## src/rtl/id_ex_stage.sv

```systemverilog
// rtl/id_ex_stage.sv - ID/EX pipeline register with main decode, bubble/hold control and counters
module id_ex_stage #(
  parameter int unsigned CNT_W    = 16,
  parameter logic [31:0] NOP_WORD = 32'h0000_0000
) (
  input  logic             clk,
  input  logic             rst_n,
  input  logic [31:0]      ifid_o,
  input  logic [31:0]      qa,
  input  logic [31:0]      qb,
  input  logic             stall,
  input  logic             flush,
  input  logic             hold,
  output logic             ex_valid,
  output logic             ex_wreg,
  output logic             ex_m2reg,
  output logic             ex_wmem,
  output logic             ex_aluimm,
  output logic             ex_branch,
  output logic [3:0]       ex_aluc,
  output logic [4:0]       ex_dest,
  output logic [31:0]      ex_qa,
  output logic [31:0]      ex_qb,
  output logic [31:0]      ex_imm32,
  output logic             ex_illegal,
  output logic [CNT_W-1:0] bubble_cnt,
  output logic [CNT_W-1:0] illegal_cnt
);

  typedef struct packed {
    logic        valid;
    logic        wreg;
    logic        m2reg;
    logic        wmem;
    logic        aluimm;
    logic        branch;
    logic [3:0]  aluc;
    logic [4:0]  dest;
    logic [31:0] qa;
    logic [31:0] qb;
    logic [31:0] imm32;
    logic        illegal;
  } ex_t;

  ex_t              dec, ex_d, ex_q;
  logic [CNT_W-1:0] bubble_cnt_d, bubble_cnt_q;
  logic [CNT_W-1:0] illegal_cnt_d, illegal_cnt_q;
  logic [5:0]       op, funct;
  logic [4:0]       rt, rd;

  assign op    = ifid_o[31:26];
  assign rt    = ifid_o[20:16];
  assign rd    = ifid_o[15:11];
  assign funct = ifid_o[5:0];

  always_comb begin
    dec       = '0;
    dec.valid = 1'b1;
    dec.qa    = qa;
    dec.qb    = qb;
    dec.imm32 = {{16{ifid_o[15]}}, ifid_o[15:0]};
    if (ifid_o != NOP_WORD) begin
      case (op)
        6'h00: begin
          dec.wreg = 1'b1;
          dec.dest = rd;
          case (funct)
            6'h20:   dec.aluc = 4'b0010;
            6'h22:   dec.aluc = 4'b0110;
            6'h24:   dec.aluc = 4'b0000;
            6'h25:   dec.aluc = 4'b0001;
            6'h2A:   dec.aluc = 4'b0111;
            default: begin
              dec.wreg    = 1'b0;
              dec.dest    = 5'd0;
              dec.illegal = 1'b1;
            end
          endcase
        end
        6'h23: begin
          dec.wreg   = 1'b1;
          dec.m2reg  = 1'b1;
          dec.aluimm = 1'b1;
          dec.aluc   = 4'b0010;
          dec.dest   = rt;
        end
        6'h2B: begin
          dec.wmem   = 1'b1;
          dec.aluimm = 1'b1;
          dec.aluc   = 4'b0010;
        end
        6'h08: begin
          dec.wreg   = 1'b1;
          dec.aluimm = 1'b1;
          dec.aluc   = 4'b0010;
          dec.dest   = rt;
        end
        6'h04: begin
          dec.branch = 1'b1;
          dec.aluc   = 4'b0110;
        end
        default: dec.illegal = 1'b1;
      endcase
    end
    // $0 is hardwired; never let a write to it reach writeback
    if (dec.dest == 5'd0) dec.wreg = 1'b0;
  end

  always_comb begin
    ex_d          = ex_q;
    bubble_cnt_d  = bubble_cnt_q;
    illegal_cnt_d = illegal_cnt_q;
    if (flush || (stall && !hold)) begin
      ex_d = '0;
      if (bubble_cnt_q != '1) bubble_cnt_d = bubble_cnt_q + CNT_W'(1);
    end else if (hold) begin
      ex_d.illegal = 1'b0;
    end else begin
      ex_d = dec;
      if (dec.illegal && (illegal_cnt_q != '1)) illegal_cnt_d = illegal_cnt_q + CNT_W'(1);
    end
  end

  always_ff @(posedge clk or negedge rst_n) begin
    if (!rst_n) begin
      ex_q          <= '0;
      bubble_cnt_q  <= '0;
      illegal_cnt_q <= '0;
    end else begin
      ex_q          <= ex_d;
      bubble_cnt_q  <= bubble_cnt_d;
      illegal_cnt_q <= illegal_cnt_d;
    end
  end

  assign ex_valid    = ex_q.valid;
  assign ex_wreg     = ex_q.wreg;
  assign ex_m2reg    = ex_q.m2reg;
  assign ex_wmem     = ex_q.wmem;
  assign ex_aluimm   = ex_q.aluimm;
  assign ex_branch   = ex_q.branch;
  assign ex_aluc     = ex_q.aluc;
  assign ex_dest     = ex_q.dest;
  assign ex_qa       = ex_q.qa;
  assign ex_qb       = ex_q.qb;
  assign ex_imm32    = ex_q.imm32;
  assign ex_illegal  = ex_q.illegal;
  assign bubble_cnt  = bubble_cnt_q;
  assign illegal_cnt = illegal_cnt_q;

endmodule

```

## config.mk

```make
export PLATFORM = sky130hd
export DESIGN_NAME = id_ex_stage
export DESIGN_NICKNAME = d
export VERILOG_FILES = /design/src/rtl/id_ex_stage.sv
export SDC_FILE = /design/constraint.sdc
export NUM_CORES = 1
export LEC_CHECK = 0
export ABC_AREA = 1
export CELL_PAD_IN_SITES_DETAIL_PLACEMENT = 0
export CELL_PAD_IN_SITES_GLOBAL_PLACEMENT = 1
export CORE_ASPECT_RATIO = 1.2
export CORE_MARGIN = 2
export CORE_UTILIZATION = 33
export DETAILED_ROUTE_END_ITERATION = 10
export PLACE_DENSITY_LB_ADDON = 0.1
export SYNTH_ARGS = -nofsm -noshare
export SYNTH_HDL_FRONTEND = slang
export SYNTH_SLANG_ARGS = --single-unit
export TNS_END_PERCENT = 1
```

## constraint.sdc

```tcl
create_clock -name clk -period 4.5 [get_ports clk]
set_input_delay 0.9 -clock clk [delete_from_list [all_inputs] [get_ports clk]]
set_output_delay 0.9 -clock clk [all_outputs]
set_load 0.02 [all_outputs]
```

# Yosys cells after proc, flatten, opt, wreduce, memory -nomap -nowiden
# Index checks and enable logic that the tools add are counted.
[word_totals]
ff_bits = 144
input_bits = 101
output_inout_bits = 144
elab_cells = 61
[op_classes]
n_addsub = 2
eq_ne = 12
mux = 18
n_bitwise = 2
n_reduce_logical = 13
[op_table]
columns = ["operator", "count"]
rows = [
  ["$mux 112", 1],
  ["$mux 111", 1],
  ["$eq 6x6->1 const B", 7],
  ["$add 16x1->16 const B", 2],
  ["$ne 16x16->1 const B", 2],
  ["$reduce_bool 32->1", 1],
  ["$mux 14", 1],
  ["$pmux 3 s4", 1],
  ["$pmux 4 s3", 1],
  ["$pmux 5 s2", 1],
  ["$mux 1", 9],
  ["$eq 6x3->1 const B", 1],
  ["$eq 6x4->1 const B", 1],
  ["$logic_not 6->1", 1],
  ["$logic_not 5->1", 1],
  ["$mux 5", 1],
  ["$reduce_or 5->1", 1],
  ["$pmux 1 s2", 2],
  ["$reduce_or 4->1", 1],
  ["$reduce_and 3->1", 1],
  ["$reduce_or 3->1", 1],
  ["$logic_and 1x1->1", 2],
  ["$ne 2x1->1 const B", 1],
  ["$not 1->1", 2],
  ["4 further kinds", 4],
]

# Depth between registers and ports, before layout
# Gate-level depths: netlist (run 1).
[logic_depth]
depth_word = 9
ltp_mapped = 11

# Worst setup path after synthesis (run 1)
# No wires, ideal clock.
[synth_path]
path_type = "input port to flip-flop"
start = "input ifid_o[5]"
end = "register illegal_cnt_q[6], in the netlist illegal_cnt[6]"
setup_ns = 0.118
t_arrival_ns = 1.891
t_required_ns = 4.382
setup_slack_ns = 2.491
cell_stages = 11
path_buffers = 1
path_cell_list = "inv_1 > nor2_1 > nand3_1 > nand3_2 > nand2_1 > inv_2 > nor2_8 > nand3_4 > buf_6 > nand2_1 > nand2_1"
[synth_via]
elab_chain_len = 7
word_cells_on_any_way = 12
classes_between = "5 x eq/ne; 3 x mux; 4 x reduce/logical"
[synth_lines]
columns = ["item", "line_no", "source"]
rows = [
  ["start, declared", "8", "input logic [31:0] ifid_o,"],
  ["$eq 6x6->1", "67", "case (funct)"],
  ["$reduce_or 5->1 (no source line)", "n/a", ""],
  ["$mux 1", "67", ""],
  ["$pmux 1 s2", "63", "case (op)"],
  ["$mux 1 *", "62", "if (ifid_o != NOP_WORD) begin"],
  ["$logic_and 1x1->1 *", "120", "if (dec.illegal && (illegal_cnt_q != '1)) illegal_cnt_d = illegal_cnt_q + CNT_W'(1);"],
  ["$reduce_and 3->1 (no source line) *", "n/a", ""],
  ["end signal, assigned", "132", "illegal_cnt_q <= illegal_cnt_d;"],
  ["end, declared", "47", "logic [CNT_W-1:0] illegal_cnt_d, illegal_cnt_q;"],
]
# Mark *: on every way between the ends. The rest lies on a longest branch, timed or not.
# A chain may end at the register's enable or synchronous reset.

# Worst setup path in the final report (run 1)
[layout_path]
start = "input hold"
end = "register illegal_cnt_q[2], in the netlist illegal_cnt[2]"
[layout_via]
elab_chain_len = 5
word_cells_on_any_way = 6
classes_between = "2 x bitwise; 4 x reduce/logical"
[layout_lines]
columns = ["item", "line_no", "source"]
rows = [
  ["start, declared", "13", "input logic hold,"],
  ["$logic_not 1->1", "113", "if (flush || (stall && !hold)) begin"],
  ["$logic_and 1x1->1", "113", ""],
  ["$logic_or 1x1->1", "113", ""],
  ["$not 1->1 (no source line)", "n/a", ""],
  ["$reduce_and 3->1 (no source line) *", "n/a", ""],
]
# Marked as above.

==> impl_metrics.toml, run 1 <==
[timing]
finClkSkew_ns = 0.00467
fin_crit_ns = 2.80
max_freq_mhz = 357
rsz0062_at_grt = "false"
setup_violations = 0
fin_hold_ws_ns = 0.467
timing.final.crit_share_pct = 62.2
worstMarginPinSlew_ns = 0.814
drv_slew = 0
slew_headroom_pct = 45.6
finalHoldViolations = 0
tns_ns = 0

[synth]
yosys-mux-area-fraction_pct = 0
synth_edf_count = 0
yosysWarnings = 0
post-synth-top-count-cell = "nand2_1"
yosys.area_share.xor_xnor_pct = 4.09
synth_top_family_by_area = "simple AND/OR/NAND/NOR gates"
syn-mean-instance-area_um2 = 8.31
syn_area_um2 = 6000
postSynthNetCount = 825
synthAdderAreaFrac_pct = 0.417
ys.flop_type = "dfrtp_1"
ys_seq_area_share_pct = 53.0
ys_types = 30
yosys-top-cells-area = "dfrtp_1 (53%), nand2_1 (16%), nand3_1 (7.6%)"
synth.largest_area_cell = "dfrtp_1"
yosys.area_share.simple_pct = 33.2
ys_seq_elements = 127
synth_compound_area_share_pct = 2.23
netlist_instances = 722
synthTopCellsByCount = "nand2_1 (263), dfrtp_1 (127), nand3_1 (91), nor2_1 (41), inv_1 (37)"
synth.top_cell.area_share_pct = 53.0
ys_async_sr_fraction_pct = 100

[clock_tree]
root_buffer = "clkbuf_16"
cts_resized = 0
cts_tree = "yes"
htreeDepth = 4
clock-sinks = 127
cts_buffer_depth = 2
cts-hold-fix-buffers = 0
cts_post_setup_buffers_inserted = 0
cts.clk_slew.worst_paths_ns = 0.05
cts_buffers = 17
insertion_delay_ns = 0.41

[critical_path]
crit_path_start_kind = "primary input"
criticalPathCategory = "in -> reg"
rrSetupSlack_ns = 2.48
crit_path_max_fanout = 28
crit_required_ns = 4.79
cp-end-kind = "flip-flop"
crit_arrival_ns = 3.09

[place]
dp_hpwl_um = 12800
routabilityCongestion = 0.823
io_buffers = 243

[layout]
fill_cells = 1719
utilization_pct = 50.5
drive_gt1_share_pct = 5.68
synthToLayoutAreaGrowth_pct = 51.1
nNetsFinal = 1043
n_antenna_cell = 0

[run]
cap_viol_max_count = 0

[pwr]
p_leak_nw = 4.24
p_total_mw = 3.27
irDropWorstVdd_mv = 0.223
power.density_nw_per_um2 = 361

[detailed_routing]
vias = 5556
avgRoutedWirePerCell_um = 15.6
first_pass_iters = 4
drt-initial-drc-count = 258
postRouteAntennaNets = 0
wirelength_um = 18300
drc = 0
via_per_inst = 4.73

[min_path]
hold_class = "reg -> reg"

[grt]
grt_pass1_wl_um = 28900
grt_start_max_net_pins = 70
grt_pass1_vias = 5568
grt_usage_pct = 19.1
antenna_found_initial = 0
grt_overflow_total = 0

[outcome]
status = "finished, final reports clean"

[die]
start_util_pct = 33.4
die_h_um = 152
rows = 54
fp.coreArea_um2 = 18000
die_x_um = 127
pin_count = 245
dieArea_um2 = 19300
## critical path, stage by stage
cell	delay, ns
clkdlybuf4s50_1	0.47
inv_2	0.06
a21oi_4	0.12
nand2_1	0.31
nor2_4	0.68
nand3_4	0.34
nand2_1	0.13
nand2_1	0.06
## logic make-up (layout without fill, tap and decap cells)
kind of cell,count (synthesis),count (layout)
compound gates,26,26
xor+xnor,28,28
fa+ha+maj,2,2
buf+inv,88,317
flops,127,127
other cells,1,1
simple gates,450,450
## routing by layer
metal	vias up	routed length (um)	track usage (%)
li1	2734	-	-
met1	2633	7660	23.0
met2	170	9280	33.0
met3	19	1040	5.55
met4	0	314	6.21
met5	-	0	0
## stage by stage
step / cell area, um2 / setup WS (ns) / instances
floorplan: 6000 / 2.49 / 722
global placement: 8510 / 1.30 / 1145
detailed placement: 8510 / 1.27 / 1145
CTS: 9070 / 1.71 / 1175
global route: 9070 / 1.49 / 1175
finish: 9070 / 1.70 / 1175
## where the power goes
part | switching [mW] | internal [mW] | total [mW]
registers | 0.0971 | 1.23 | 1.33
clock network | 0.482 | 0.823 | 1.30
logic | 0.338 | 0.305 | 0.643
total | 0.917 | 2.36 | 3.27
## cell usage in the layout (no fill, tap or decap), types with 4 or more instances in the layout
| cell type | n |
|---|---|
| clkbuf_16 | 17 |
| clkbuf_8 | 5 |
| clkdlybuf4s50_1 | 242 |
| clkinv_2 | 4 |
| dfrtp_1 | 127 |
| inv_1 | 37 |
| nand2_1 | 263 |
| nand3_1 | 91 |
| nand4_1 | 26 |
| nor2_1 | 40 |
| nor2_4 | 4 |
| nor3_1 | 9 |
| o21ai_0 | 24 |
| xnor2_1 | 9 |
| xor2_1 | 19 |
## final timing paths
| check | start | to | cells past startpoint |
|---|---|---|---|
| max | hold | illegal_cnt[2] | 8 |
| min | ex_qa[18] | ex_qa[18] | 2 |
| max reg2reg | illegal_cnt[0] | illegal_cnt[2] | 9 |
| min reg2reg | ex_qa[18] | ex_qa[18] | 2 |
| max in group asynchronous | rst_n | ex_qa[18] | 2 |
| min in group asynchronous | rst_n | bubble_cnt[1] | 1 |
## cell type report
type / instances / area (um2) / share of cell area [%]
sequential: 127 / 3180 / 35.0
timing repair buffer: 247 / 2480 / 27.4
multi-input combinational: 507 / 2410 / 26.6
clock buffer: 24 / 502 / 5.53
tap: 224 / 280 / 3.09
inverter: 40 / 150 / 1.66
clock inverter: 6 / 57.6 / 0.635
## registers in the layout, summed over array words and instances (netlist names)
register	flops
ex_qa	32
ex_qb	32
bubble_cnt	16
ex_imm32	16
illegal_cnt	16
ex_dest	5
ex_aluc	3
ex_aluimm	1
ex_branch	1
ex_illegal	1
ex_m2reg	1
ex_valid	1
ex_wmem	1
ex_wreg	1
Power figures use the tool's default switching activity.
==> run 2, diff against run 1 <==
- CORE_UTILIZATION: 33 -> 28
- clock period: 4.5 -> 2.5 ns (I/O delays scaled with it)
==> impl_metrics.toml, run 2 (synthesized netlist as in run 1, its figures left out) <==
[critical_path]
crit_path_max_fanout = 18
crit_required_ns = 2.00
timing.rr.start = "illegal_cnt[0]"
cp_top_family = "buffers and inverters"
r2r_cells = 9
timing.rr.end = "illegal_cnt[15]"
cp-endpoint = "ex_imm32[29]"
rrSetupSlack_ns = 0.51
crit_chain = "clkdlybuf4s50_1"
crit_cells = 1
criticalPathCategory = "reg -> out"
worstSetupStartpoint = "ex_imm32[30]"
max_stage_delay_ns = 0.71
cp-end-kind = "output pin"
timing.critical_path.buf_inv = 1
cpMaxStageDelayCell = "clkdlybuf4s50_1"
crit_arrival_ns = 1.76
crit_path_start_kind = "flip-flop"

[die]
start_util_pct = 28.6
pin_count = 245
die_h_um = 164
die_x_um = 138
fp.coreArea_um2 = 21000
rows = 58
dieArea_um2 = 22600

[clock_tree]
root_buffer = "clkbuf_16"
htreeDepth = 4
cts_resized = 0
insertion_delay_ns = 0.41
clock-sinks = 127
cts_buffers = 17
cts_post_setup_buffers_inserted = 0
cts-hold-fix-buffers = 0
cts.clk_slew.worst_paths_ns = 0.06
cts_tree = "yes"
cts_buffer_depth = 2

[timing]
setup_violations = 0
finClkSkew_ns = 0.00770
fin_crit_ns = 2.26
rsz0062_at_grt = "false"
finalHoldViolations = 0
timing.final.crit_share_pct = 90.2
tns_ns = 0
max_freq_mhz = 443
slew_headroom_pct = 53.5
worstMarginPinSlew_ns = 0.696
drv_slew = 0

[detailed_routing]
wirelength_um = 19000
postRouteAntennaNets = 0
first_pass_iters = 4
drt-initial-drc-count = 221
via_per_inst = 4.45
drc = 0
vias = 5486
avgRoutedWirePerCell_um = 15.4

[grt]
busiest_layer = "met2"
grtUsageMet1_pct = 22.4
grt_usage_pct = 17.1
met3_usage_pct = 4.60
grtUsageMet2_pct = 27.2
grt_pass1_wl_um = 29600
grt_pass1_vias = 5300
antenna_found_initial = 1
grt_start_max_net_pins = 60
grt_overflow_total = 0

[place]
dp.cells = 1201
io_buffers = 243
dp_hpwl_um = 13500
routabilityCongestion = 0.756

[min_path]
hold_class = "in -> async"

[layout]
fin_cells = 1233
n_antenna_cell = 0
final_common_cell = "nand2_1"
layout_common_cells = "nand2_1 (263), clkdlybuf4s50_1 (242), dfrtp_1 (127)"
drive_gt1_share_pct = 6.96
synthToLayoutAreaGrowth_pct = 54.6
nNetsFinal = 1053

[pwr]
p_leak_nw = 4.31
irDropWorstVdd_mv = 0.446
power.density_nw_per_um2 = 659

[outcome]
status = "finished, final reports clean"

[run]
cap_viol_max_count = 0
==> run 2: worst min-delay path by stage <==
stage / depth (start not counted) / slack, ns / endpoint
3_3_place_gp: 2 / 0.45 / ex_qa[3]
6_report: 1 / 0.10 / bubble_cnt[11]
5_1_grt: 1 / 0.13 / bubble_cnt[9]
3_5_place_dp: 2 / 0.46 / ex_qa[13]
2_1_floorplan: 0 / 0.20 / bubble_cnt[0]
4_1_cts: 1 / 0.11 / bubble_cnt[9]
==> run 2: final cells by class <==
| cell class | count | area, um2 |
|---|---|---|
| Clock inverter | 13 | 164 |
| Clock buffer | 19 | 443 |
| Timing Repair Buffer | 257 | 2580 |
| Multi-Input combinational cell | 507 | 2410 |
| Fill cell | 2139 | 11700 |
| Sequential cell | 127 | 3180 |
| Inverter | 40 | 150 |
| Tap cell | 270 | 338 |
==> run 2: per-stage QoR <==
stage / hold WS, ns / power, mW / area (um2) / setup WS (ns) / utilization [%]
floorplan: 0.204 / 2.93 / 6000 / 0.718 / -
global placement: 0.453 / 3.60 / 8670 / -0.115 / 41.3
detailed placement: 0.457 / 3.60 / 8670 / -0.152 / 41.3
CTS: 0.108 / 6.21 / 9270 / 0.196 / 44.2
global route: 0.134 / 6.40 / 9270 / 0.107 / 44.2
finish: 0.101 / 6.11 / 9270 / 0.244 / 44.2
==> run 2: power breakdown <==
group	switching [mW]	leakage, nW	internal, mW
Combinational	0.602	2.31	0.561
Clock	0.966	0.293	1.60
Sequential	0.171	1.71	2.21
==> run 2: routing by layer <==
metal  vias up  share of wire (%)
li1       2766                  -
met1      2550                 44
met2       156                 48
met3        14                7.0
met4         0                1.3
met5         -                  0
